===== config.mk =====
export PLATFORM = sky130hd
export DESIGN_NAME = spike_aer_encoder
export DESIGN_NICKNAME = d
export VERILOG_FILES = /design/src/rtl/spike_aer_encoder.sv
export SDC_FILE = /design/constraint.sdc
export NUM_CORES = 1
export LEC_CHECK = 0
export BUFFER_PORTS_ARGS = -buffer_cell sky130_fd_sc_hd__buf_2
export CAP_MARGIN = 20
export CORE_ASPECT_RATIO = 1.1
export CORE_MARGIN = 2
export CORE_UTILIZATION = 30
export DETAILED_ROUTE_END_ITERATION = 6
export HOLD_SLACK_MARGIN = 0.03
export PLACE_DENSITY_LB_ADDON = 0.3
export SYNTH_ARGS = -nofsm -noshare
export SYNTH_HDL_FRONTEND = slang
export SYNTH_SLANG_ARGS = --single-unit
export TNS_END_PERCENT = 20

===== constraint.sdc =====
create_clock -name clk -period 4.7 [get_ports clk]
set_input_delay 0 -clock clk [delete_from_list [all_inputs] [get_ports clk]]
set_output_delay 0 -clock clk [all_outputs]
set_load 0.005 [all_outputs]

===== src/rtl/spike_aer_encoder.sv =====
// Serialises a parallel spike vector into AER address beats, lowest neuron index first,
// flagging the final address of each vector with aer_last.
module spike_aer_encoder #(
    parameter int unsigned N = 8
) (
    input  logic                      clk,
    input  logic                      rst_n,
    input  logic                      spike_valid,
    input  logic [N-1:0]              spike_in,
    output logic                      spike_ready,
    output logic                      aer_valid,
    output logic [$clog2(N)-1:0]      aer_addr,
    output logic                      aer_last,
    input  logic                      aer_ready,
    output logic                      busy,
    output logic [$clog2(N):0]        vec_count
);

    localparam int unsigned M  = $clog2(N);
    localparam int unsigned CW = M + 1;

    typedef enum logic {
        IDLE = 1'b0,
        SEND = 1'b1
    } state_e;

    state_e          state_q, state_d;
    logic [N-1:0]    pending_q, pending_d;
    logic [CW-1:0]   vec_count_q, vec_count_d;
    logic [M-1:0]    aer_addr_q, aer_addr_d;
    logic            aer_last_q, aer_last_d;

    function automatic logic [M-1:0] lowest_idx(input logic [N-1:0] v);
        logic [M-1:0] idx;
        idx = '0;
        for (int i = int'(N) - 1; i >= 0; i--) begin
            if (v[i]) idx = M'(i);
        end
        return idx;
    endfunction

    function automatic logic [CW-1:0] popcount(input logic [N-1:0] v);
        logic [CW-1:0] cnt;
        cnt = '0;
        for (int i = 0; i < int'(N); i++) begin
            cnt = cnt + CW'(v[i]);
        end
        return cnt;
    endfunction

    function automatic logic is_onehot(input logic [N-1:0] v);
        return (v != '0) && ((v & (v - N'(1))) == '0);
    endfunction

    // Next-state logic; addr/last are precomputed from pending_d so they leave a flop.
    always_comb begin
        state_d     = state_q;
        pending_d   = pending_q;
        vec_count_d = vec_count_q;
        aer_addr_d  = '0;
        aer_last_d  = 1'b0;

        case (state_q)
            IDLE: begin
                if (spike_valid && (spike_in != '0)) begin
                    pending_d   = spike_in;
                    vec_count_d = popcount(spike_in);
                    state_d     = SEND;
                end
            end
            SEND: begin
                if (aer_ready) begin
                    pending_d = pending_q & (pending_q - N'(1));
                    if (aer_last_q) state_d = IDLE;
                end
            end
            default: state_d = IDLE;
        endcase

        if (state_d == SEND) begin
            aer_addr_d = lowest_idx(pending_d);
            aer_last_d = is_onehot(pending_d);
        end
    end

    always_ff @(posedge clk or negedge rst_n) begin
        if (!rst_n) begin
            state_q     <= IDLE;
            pending_q   <= '0;
            vec_count_q <= '0;
            aer_addr_q  <= '0;
            aer_last_q  <= 1'b0;
        end else begin
            state_q     <= state_d;
            pending_q   <= pending_d;
            vec_count_q <= vec_count_d;
            aer_addr_q  <= aer_addr_d;
            aer_last_q  <= aer_last_d;
        end
    end

    assign aer_valid   = (state_q == SEND);
    assign busy        = (state_q == SEND);
    assign spike_ready = (state_q == IDLE);
    assign aer_addr    = aer_addr_q;
    assign aer_last    = aer_last_q;
    assign vec_count   = vec_count_q;

endmodule


## Word level (Yosys, flattened, before mapping)

Index checks and enable logic that the tools add are counted.

- Bits in registers: 17
- Bits in latches: 0
- RAM bits: 0
- Memory bits (read-only): 0
- Input port bits: 12
- Memories: 0

- Add/sub/neg operators: 9
- Multiply operators: 0
- Div/mod/pow operators: 0
- $lt $le $gt $ge: 0
- Eq/ne operators: 0
- Shifts and indexed selects: 0
- Mux-type cells: 17
- Bitwise operators: 3
- Reductions and logical operators: 6

Operator list:

| kind | count |
|---|---|
| 3-bit two-way mux | 9 |
| 4-bit by 1-bit adder with 4-bit output | 4 |
| 8-bit bitwise AND | 2 |
| 8-bit two-way mux | 2 |
| 8-bit case mux with 2 select lines | 1 |
| 8-bit nonzero test | 2 |
| 8-bit by 1-bit subtractor with 8-bit output (second input constant) | 2 |
| 8-bit logical NOT | 1 |
| 3-bit by 1-bit adder with 4-bit output | 1 |
| 1-bit two-way mux | 4 |
| 2-bit by 1-bit adder with 3-bit output | 1 |
| 1-bit by 1-bit adder with 2-bit output | 1 |
| 1-bit logical AND | 2 |
| 1-bit case mux with 2 select lines | 1 |
| 2-bit AND reduction | 1 |
| 1-bit NOT | 1 |

## Depth between registers and ports, before layout

Gate-level depths: netlist of run 1.

- Depth in word-level cells: 13
- Gate-level depth with buffers: 10
- Depth with buffers taken out: 10

## Worst setup path before layout of run 1

No wires, ideal clock.

- Path kind: flip-flop to flip-flop
- Start point: register pending_q[0]
- End point: register aer_last_q (netlist: aer_last)
- Data arrival time: 2.295 ns
- Required time: 4.574 ns
- Setup slack: 2.280 ns
- Stages on the path, launching flop included: 7
- Buffers on the path: 0
- Period minus slack after synthesis: 2.420 ns
- Cell sequence: dfrtp_1 -> or3_4 -> o311ai_4 -> o21ai_2 -> or4_4 -> mux2_4 -> o311a_1

- Cells in the longest elaborated chain, start to end: 9

Ends and longest elaborated chain:

| element | line | source |
|---|---|---|
| from (decl) | 28 | `logic [N-1:0] pending_q, pending_d;` |
| from (signal assigned) | 95 | `pending_q <= pending_d;` |
| 8-bit by 1-bit subtractor with 8-bit output * | 73 | `pending_d = pending_q & (pending_q - N'(1));` |
| 8-bit bitwise AND * | 73 |  |
| 8-bit two-way mux * | 72 | `if (aer_ready) begin` |
| 8-bit case mux with 2 select lines * | 63 | `case (state_q)` |
| net pending_d[4] | 28 |  |
| 8-bit by 1-bit subtractor with 8-bit output | 52 | `return (v != '0) && ((v & (v - N'(1))) == '0);` |
| 8-bit bitwise AND | 52 |  |
| 8-bit logical NOT | 52 |  |
| 1-bit logical AND * | 52 |  |
| 1-bit two-way mux * | 80 | `if (state_d == SEND) begin` |
| net aer_last_d | 31 | `logic aer_last_q, aer_last_d;` |
| to (signal assigned) | 98 | `aer_last_q <= aer_last_d;` |
| to (decl) | 31 |  |

The timed path passes the listed nets; every way through them passes the cells marked *.
A chain may end at the register's enable or synchronous reset.

## Final worst setup path of run 1

- Start point: register state_q (netlist: aer_valid)
- End point: register aer_last_q (netlist: aer_last)

- Cells in the longest elaborated chain, start to end: 7

Ends and longest elaborated chain:

| element | line | source |
|---|---|---|
| from (decl) | 27 | `state_e state_q, state_d;` |
| from (signal assigned) | 94 | `state_q <= state_d;` |
| 1-bit NOT | -- |  |
| 8-bit case mux with 2 select lines | 63 |  |
| 8-bit by 1-bit subtractor with 8-bit output | 52 |  |
| 8-bit bitwise AND | 52 |  |
| 8-bit logical NOT | 52 |  |
| 1-bit logical AND | 52 |  |
| 1-bit two-way mux * | 80 |  |
| net aer_last_d | 31 |  |

Marks and branches as above.

==> impl_metrics.yaml, run 1 <==
logic_synthesis:
  synthesis.area_um2: 1200
  ys_types: 44
  syn_area_per_cell_um2: 9.38
  syn-num-nets: 148
  postSynthCellCount: 128
  ys.flop_type: "dfrtp_1"
  ys_seq_area_share_pct: 35.4
  async_flop_share_pct: 100
  synth_warnings: 0
  yosysTopAreaCell: "dfrtp_1"
  synth_top_cell_area_share_pct: 35.4
  synth-edff-count: 0
  ys_ff_latch: 17
  synthTopCellsByArea: "dfrtp_1, fa_1, inv_1"
clocking:
  clockBufferDepth: 2
  root_buffer: "clkbuf_8"
  path_clk_slew_ns: 0.06
  cts_sinks: 17
  cts_tree: "yes"
  numCtsBuffers: 3
  cts_setup_buffers: 0
  insertion_delay_ns: 0.25
  ctsHtreeMaxLevel: 1
worst_setup_path:
  cp_num_buf_inv: 0
  arrival_ns: 2.77
  cp-end-kind: "register"
  critical_path_class: "reg -> reg"
  critPathMaxStageDelay_ns: 0.65
  startpoint_type: "register"
  worst-path-max-fanout: 16
  crit_required_ns: 4.83
  crit_chain: "nand2b_1 -> a21o_1 -> a211oi_1 -> or4_4 -> mux2_4 -> o311a_1"
  slowest_stage: "dfrtp_1"
  critical-path-top-delay-family: "compound AO/OA/AOI/OAI gates"
drt:
  vias_per_cell: 5.00
  first_iter_violations: 21
  drtPass1Iterations: 4
  dr_total_vias: 1025
  drt-total-wl_mm: 2.81
  route.detailed.drc: 0
  antenna_left: 0
  wl_per_cell_um: 13.7
layout:
  multi_input_area_um2: 692
  layout-drive-gt1-share_pct: 24.8
  ff_latch_area_um2: 425
  synthToLayoutAreaGrowth_pct: 18.6
  fin_area_um2: 1430
  fin_cells: 205
  layout.nets: 174
  fill_cells: 426
  utilization_pct: 36.5
  antennaDiodeCount: 0
sta:
  whs_ns: 0.182
  skew_ns: 0.00233
  drv_slew: 0
  rsz0062_at_grt: "no"
  hold_viol: 0
  period_minus_slack_ns: 2.64
  fmax_mhz: 379
  slew_headroom_pct: 53.7
  period_share_pct: 56.1
  setup_tns_ns: 0
  worst_slack_ns: 2.06
  setup_viol: 0
  tightest_slew_ns: 0.694
floorplanning:
  die_x_um: 64.3
  io_pins: 23
  core_region_area_um2: 3900
  initial_core_util_pct: 30.8
  dieHeight_um: 70.4
  num_rows: 24
  die_area_um2: 4530
power:
  p_leak_nw: 0.684
  power_uw: 811
  powerDensity_nw_per_um2: 569
  irDropWorstVdd_mv: 0.257
global_routing:
  grt_max_degree: 18
  grt_use_total_pct: 13.5
  grt_pass1_vias: 1053
  overflow: 0
  grt_pass1_wl_mm: 4.75
  antenna_found_initial: 0
placement:
  place_inst: 199
  hpwlAfterDp_mm: 2.24
  dpl-instance-area_um2: 1360
  portBuffers: 22
  pre_cts_slack_ns: 2.00
  finalWeightedCongestion: 0.808
status:
  status: "finished clean"
min_path:
  hold_class: "in -> reg"
job:
  maxCapViolCount: 0
## cell usage after synthesis, types with 2 or more instances
library cell	number
mux2i_1	3
a21o_1	2
ha_1	4
nor3_2	2
nor3_1	4
nor2_1	8
nand2_1	14
dfrtp_1	17
mux2_2	2
a21oi_1	9
fa_1	4
o21ai_0	4
inv_1	18
a211oi_1	6
o221ai_1	2
## path summary, 6_finish.rpt
| kind | start | to | slack (ns) | cells past startpoint |
|---|---|---|---|---|
| min reg2reg | vec_count[2] | vec_count[2] | 0.48 | 2 |
| min in group asynchronous | rst_n | vec_count[2] | 0.20 | 2 |
| max reg2reg | aer_valid | aer_last | 2.06 | 6 |
| min | spike_in[1] | pending_q[1] | 0.18 | 3 |
| max in group asynchronous | rst_n | pending_q[3] | 4.22 | 2 |
| max | aer_valid | aer_last | 2.06 | 6 |
## registers in the layout, summed over array words and instances (netlist names)
name / flops
pending_q: 8
aer_valid: 1
aer_last: 1
vec_count: 4
aer_addr: 3
## worst min-delay path, stage by stage
cell and delay (ns):
buf_2 0.14, mux2i_1 0.11, nor2_1 0.14
## repair_timing
| item | CTS | global route |
|---|---|---|
| resized for setup | 0 | 0 |
| hold buffers | 2 | 0 |
| hold endpoints to repair | 18 | 0 |
## logic make-up (layout without fill, tap and decap cells)
family / after synthesis / count (layout) / share of synthesized area [%]
compound gates: 33 / 33 / 20.4
fa+ha+maj: 9 / 9 / 11.7
flops: 17 / 17 / 35.4
xor+xnor: 1 / 1 / 0.729
buf+inv: 21 / 46 / 6.98
mux: 6 / 6 / 5.62
simple gates: 41 / 41 / 19.2
## cell type report
class                   count  share of cell area (%)
clock buffers               4                    3.16
multi-input cells          90                    48.6
inverters                  18                    4.74
flip-flops and latches     17                    29.9
well taps                  52                    4.57
repair buffers             24                    9.13
## routing by layer
layer,vias to the layer above,wire length [um],GRT usage [%]
li1,504,-,-
met1,501,1310,16.2
met2,16,1380,24.0
met3,4,71,1.61
met4,0,48,5.67
met5,-,0,0
## placed cells by master, fill, tap and decap left out, drive strengths merged, types with 2 or more instances in the layout
master,count
clkbuf,4
a211oi,6
or3,2
mux2i,3
mux2,3
inv,18
a21o,2
nor3,6
fa,4
buf,22
nor2,8
dlygate4sd3,2
dfrtp,17
o221ai,2
ha,4
nand2,14
o21ai,5
a21oi,9
## power by group
| group | internal, mW | switching (mW) |
|---|---|---|
| combinational | 0.201 | 0.241 |
| sequential | 0.207 | 0.0547 |
| clock | 0.0602 | 0.0468 |
| total | 0.468 | 0.343 |
(Power assumes the default switching activity.)
==> run 2, diff against run 1 <==
ABC_AREA = 1   (was unset)
clock period = 2.4 ns   (was 4.7 ns; I/O delays follow)
==> run 2 against run 1 <==
- non-clock buffer count stayed put
- register-to-register slack got worse by 1.4 ns
- clock skew hardly changed
- cell count up 17%
- largest power group unchanged
- highest routed layer unchanged
==> impl_metrics.yaml, run 2 <==
status:
  status: "finished clean"
sta:
  period_minus_slack_ns: 2.33
  period_share_pct: 97.1
  hold_viol: 0
  fmax_mhz: 429
  skew_ns: 0.00207
  setup_viol: 0
  drv_slew: 0
  setup_tns_ns: 0
  rsz0062_at_grt: "no"
  slew_headroom_pct: 74.8
  tightest_slew_ns: 0.378
layout:
  final_common_cell: "nand2_1"
  fin_area_um2: 1490
  top_register: "pending_q"
  antennaDiodeCount: 0
  layout.nets: 208
  largest_register_ffs: 8
  fill_cells: 460
  layout-drive-gt1-share_pct: 31.0
  layout_common_cells: "nand2_1, inv_1, buf_2, dfrtp_1, nor2_1"
  synthToLayoutAreaGrowth_pct: 15.4
drt:
  antenna_left: 0
  wl_per_cell_um: 10.4
  route.detailed.drc: 0
  vias_per_cell: 4.29
  drt-total-wl_mm: 2.49
  dr_total_vias: 1025
  first_iter_violations: 43
  drtPass1Iterations: 4
logic_synthesis:
  yosysMostFrequentCell: "nand2_1"
  synthesis.area_um2: 1290
  syn-num-nets: 183
  ys_ff_latch: 17
  synthMuxAreaShare_pct: 0
  synth-compound-area-share_pct: 4.28
  synth-edff-count: 0
  synth_warnings: 0
  ys_top_cells_by_count: "nand2_1, inv_1, dfrtp_1"
  async_flop_share_pct: 100
  ys.flop_type: "dfrtp_1"
  synthTopCellsByArea: "dfrtp_1, nand2_1, inv_1"
  ys_seq_area_share_pct: 33.0
  synthAdderAreaFrac_pct: 10.1
  synth_xor_area_share_pct: 0.680
  postSynthCellCount: 163
  ys_types: 27
  synthSimpleGateAreaFrac_pct: 38.1
  syn_area_per_cell_um2: 7.90
  synth_top_family_by_area: "simple AND/OR/NAND/NOR gates"
  yosysTopAreaCell: "dfrtp_1"
  synth_top_cell_area_share_pct: 33.0
worst_setup_path:
  critPathMaxStageDelay_ns: 0.52
  r2r-end: "aer_last"
  critical-path-top-delay-family: "adder cells"
  worst-path-max-fanout: 2
  rrSetupSlack_ns: 0.66
  cp_num_buf_inv: 4
  critical_path_class: "in -> reg"
  crit_chain: "buf_2 -> fa_1 -> inv_1 -> fa_1 -> fa_1 -> inv_1 -> ha_1 -> inv_1 -> fa_2 -> o21ai_1"
  r2r-start: "aer_valid"
  r2r_cells: 11
  slowest_stage: "fa_1"
  startpoint_type: "primary input"
  crit_required_ns: 2.53
  arrival_ns: 2.46
  cp-end-kind: "register"
clocking:
  path_clk_slew_ns: 0.06
  clockBufferDepth: 2
  ctsHtreeMaxLevel: 1
  numCtsBuffers: 3
  root_buffer: "clkbuf_8"
  cts_sinks: 17
  insertion_delay_ns: 0.25
  cts_setup_buffers: 0
  cts_tree: "yes"
floorplanning:
  num_rows: 24
  initial_core_util_pct: 31.8
  io_pins: 23
  dieHeight_um: 72.7
  die_x_um: 66.5
  core_region_area_um2: 4050
  die_area_um2: 4830
global_routing:
  antenna_found_initial: 0
  globalRouteMet2Util_pct: 21.2
  grt_pass1_vias: 1101
  grtUsageMet1_pct: 14.4
  overflow: 0
  grt_max_degree: 18
  busiest_layer: "met2"
  grt_use_total_pct: 12.3
  use_met3_pct: 2.01
  grt_pass1_wl_mm: 4.55
placement:
  dpl-instance-area_um2: 1430
  hpwlAfterDp_mm: 2.06
  finalWeightedCongestion: 0.709
  portBuffers: 22
power:
  p_leak_nw: 0.865
  powerDensity_nw_per_um2: 1070
  irDropWorstVdd_mv: 0.223
min_path:
  hold_path_startpoint: "spike_in[2]"
  hold_class: "in -> reg"
  whs_path_depth: 4
  hold_path_end: "vec_count[0]"
job:
  maxCapViolCount: 0
[run 2: cell count changes in the layout (fill, tap and decap cells not counted), sizes merged, moves of 3 or more]
cell / change
mux2: -3
mux2i: -3
a21oi: -4
nor3: -3
a211oi: -6
inv: +17
nor2: +6
nand3: +10
nand4: +6
nand2: +37
[run 2: through the flow]
step | hold slack, ns | setup slack, ns | util, % | cells | total power, mW
global placement | -0.0528 | -0.189 | 35.2 | 234 | 1.39
global route | 0.154 | 0.00390 | 36.6 | 239 | 1.79
floorplan | -0.296 | 0.00781 | - | 163 | 1.21
finish | 0.112 | 0.0699 | 36.6 | 239 | 1.59
detailed placement | -0.0557 | -0.238 | 35.2 | 234 | 1.39
CTS | 0.112 | 0.0215 | 36.6 | 239 | 1.62
[run 2: kinds of logic after synthesis]
logic type	count (synthesis)
DFF	17
AOI/OAI and AO/OA	11
adders and majority gates	8
xor gates and xnor gates	1
and+or+nand+nor	87
buffers and inverters	39
[run 2: area by class of cell]
cell class | instances | area, um2 | area share (%)
Sequential cell | 17 | 425 | 28.6
Tap cell | 52 | 65.1 | 4.38
Clock inverter | 1 | 5.00 | 0.337
Inverter | 35 | 134 | 9.01
Timing Repair Buffer | 24 | 128 | 8.59
Multi-Input combinational cell | 107 | 687 | 46.3
Clock buffer | 3 | 41.3 | 2.78
[run 2: power by group]
| part | leakage (nW) | switching, mW | total (mW) | internal (mW) |
|---|---|---|---|---|
| registers | 0.214 | 0.0693 | 0.476 | 0.407 |
| clock network | 0.0255 | 0.0919 | 0.207 | 0.115 |
| logic | 0.625 | 0.564 | 0.907 | 0.343 |
| total | 0.865 | 0.725 | 1.59 | 0.865 |
[run 2: worst min-delay path, delay by kind of cell]
family | cells | cell delay, ns
simple gates | 2 | 0.10
fa+ha+maj | 1 | 0.13
buf+inv | 1 | 0.11
[run 2: how the worst max path moves through the flow]
stage,end,cells after the start,startpoint
2_1_floorplan,vec_count[1],9,spike_in[0]
3_3_place_gp,vec_count[1],10,spike_in[0]
3_5_place_dp,vec_count[1],10,spike_in[0]
4_1_cts,vec_count[1],10,spike_in[0]
5_1_grt,vec_count[1],10,spike_in[0]
6_report,vec_count[1],10,spike_in[0]
[run 2: layer usage]
metal  part of all wire, %  up-vias
met3                   2.6        5
met2                    47       15
met5                     0        -
met4                   2.4        0
li1                      -      542
met1                    48      463
[run 2: repair_timing]
action / CTS / global route
hold buffers: 1 / 0
resized for setup: 0 / 2
endpoints found under the hold margin: 17 / 0
setup endpoints to repair: 0 / 2
==> run 3, diff against run 2 <==
RECOVER_POWER = 25   (was unset)
==> run 3 against run 2 <==
- utilization about the same
- clock power is essentially flat
- global-route usage unchanged
- clock skew unchanged
- cell count is the same
- sequential power about the same
- register-to-register slack about the same
- largest cell class unchanged
- largest power group unchanged
- highest routed layer unchanged
==> impl_metrics.yaml, run 3 (synthesis gave the netlist of run 2 again) <==
status:
  status: "finished clean"
global_routing:
  grt_max_degree: 18
  grt_use_total_pct: 12.3
  overflow: 0
  grt_pass1_wl_mm: 4.55
  grt_pass1_vias: 1101
  antenna_found_initial: 0
floorplanning:
  initial_core_util_pct: 31.8
  io_pins: 23
  dieHeight_um: 72.7
  num_rows: 24
  die_x_um: 66.5
  die_area_um2: 4830
  core_region_area_um2: 4050
worst_setup_path:
  cp-end-kind: "register"
  r2r-start: "aer_valid"
  rrSetupSlack_ns: 0.66
  arrival_ns: 2.46
  r2r_cells: 11
  startpoint_type: "primary input"
  crit_required_ns: 2.53
  critical_path_class: "in -> reg"
  worst-path-max-fanout: 2
  r2r-end: "aer_last"
min_path:
  hold_class: "in -> reg"
  whs_path_depth: 4
  hold_path_startpoint: "spike_in[2]"
  hold_path_end: "vec_count[0]"
power:
  p_leak_nw: 0.862
  p_sw_uw: 725
  irDropWorstVdd_mv: 0.223
  p_clk_share_pct: 13.0
  powerDensity_nw_per_um2: 1070
  sequentialPowerShare_pct: 30.0
  swShare_pct: 45.6
  internal_power_uw: 865
  power_mw: 1.59
  combPwrFrac_pct: 57.0
sta:
  slew_headroom_pct: 39.4
  hold_viol: 0
  skew_ns: 0.00207
  setup_tns_ns: 0
  period_share_pct: 97.1
  rsz0062_at_grt: "no"
  period_minus_slack_ns: 2.33
  whs_ns: 0.112
  fmax_mhz: 429
  setup_viol: 0
  drv_slew: 0
  tightest_slew_ns: 0.909
clocking:
  numCtsBuffers: 3
  root_buffer: "clkbuf_8"
  path_clk_slew_ns: 0.06
  ctsHtreeMaxLevel: 1
  insertion_delay_ns: 0.25
  clockBufferDepth: 2
  cts_sinks: 17
  cts_tree: "yes"
drt:
  drt-total-wl_mm: 2.49
  drtPass1Iterations: 4
  wl_per_cell_um: 10.4
  vias_per_cell: 4.29
  antenna_left: 0
  first_iter_violations: 43
  route.detailed.drc: 0
  dr_total_vias: 1025
layout:
  synthToLayoutAreaGrowth_pct: 15.3
  antennaDiodeCount: 0
  top_register: "pending_q"
  fin_cells: 239
  layout-drive-gt1-share_pct: 30.5
  largest_register_ffs: 8
  utilization_pct: 36.6
  layout_common_cells: "nand2_1, inv_1, buf_2, dfrtp_1, nor2_1"
  final_common_cell: "nand2_1"
  layout.nets: 208
job:
  maxCapViolCount: 0
placement:
  hpwlAfterDp_mm: 2.06
  portBuffers: 22
  finalWeightedCongestion: 0.709
  place_inst: 234
run 3: metrics by stage:
step / area [um2] / setup slack [ns]
floorplan: 1290 / 0.00781
global placement: 1430 / -0.189
detailed placement: 1430 / -0.238
CTS: 1490 / 0.0215
global route: 1480 / 0.00390
finish: 1480 / 0.0699
run 3: worst max-delay path by stage:
stage,startpoint,to,slack [ns],cells after the start
after global routing,spike_in[0],vec_count[1],0.004,10
after detailed placement,spike_in[0],vec_count[1],-0.24,10
after floorplan,spike_in[0],vec_count[1],0.008,9
after CTS,spike_in[0],vec_count[1],0.02,10
after global placement,spike_in[0],vec_count[1],-0.19,10
final,spike_in[0],vec_count[1],0.07,10
run 3: timing repair:
item | 4_1_cts | 5_1_grt
gates resized for setup | 0 | 2
buffers inserted | 0 | 0
setup endpoints to repair | 0 | 2
endpoints found under the hold margin | 17 | 0
hold buffers | 1 | 0
run 3: per-layer routing:
layer / vias up / routed length [um] / global-route usage [%]
li1: 542 / - / -
met1: 463 / 1210 / 14.4
met2: 15 / 1160 / 21.2
met3: 5 / 66 / 2.01
met4: 0 / 61 / 6.80
met5: - / 0 / 0
run 3: final cells by class:
cell class                      instances  area, um2
Fill cell                             460       2570
Timing Repair Buffer                   24        126
Clock inverter                          1       5.00
Inverter                               35        134
Multi-Input combinational cell        107        687
Tap cell                               52       65.1
Sequential cell                        17        425
Clock buffer                            3       41.3
run 3: power groups by stage:
stage | clock network [mW] | registers [mW] | logic, mW
finish | 0.207 | 0.476 | 0.907
global route | 0.230 | 0.495 | 1.06
CTS | 0.219 | 0.478 | 0.920
detailed placement | 0 | 0.483 | 0.911
global placement | 0 | 0.483 | 0.909
floorplan | 0 | 0.469 | 0.738
run 3: critical path, stage by stage:
cell and delay (ns):
buf_2 0.12, fa_1 0.52, inv_1 0.05, fa_1 0.50, fa_1 0.41, inv_1 0.07, ha_1 0.16, inv_1 0.06
fa_2 0.51, o21ai_1 0.07
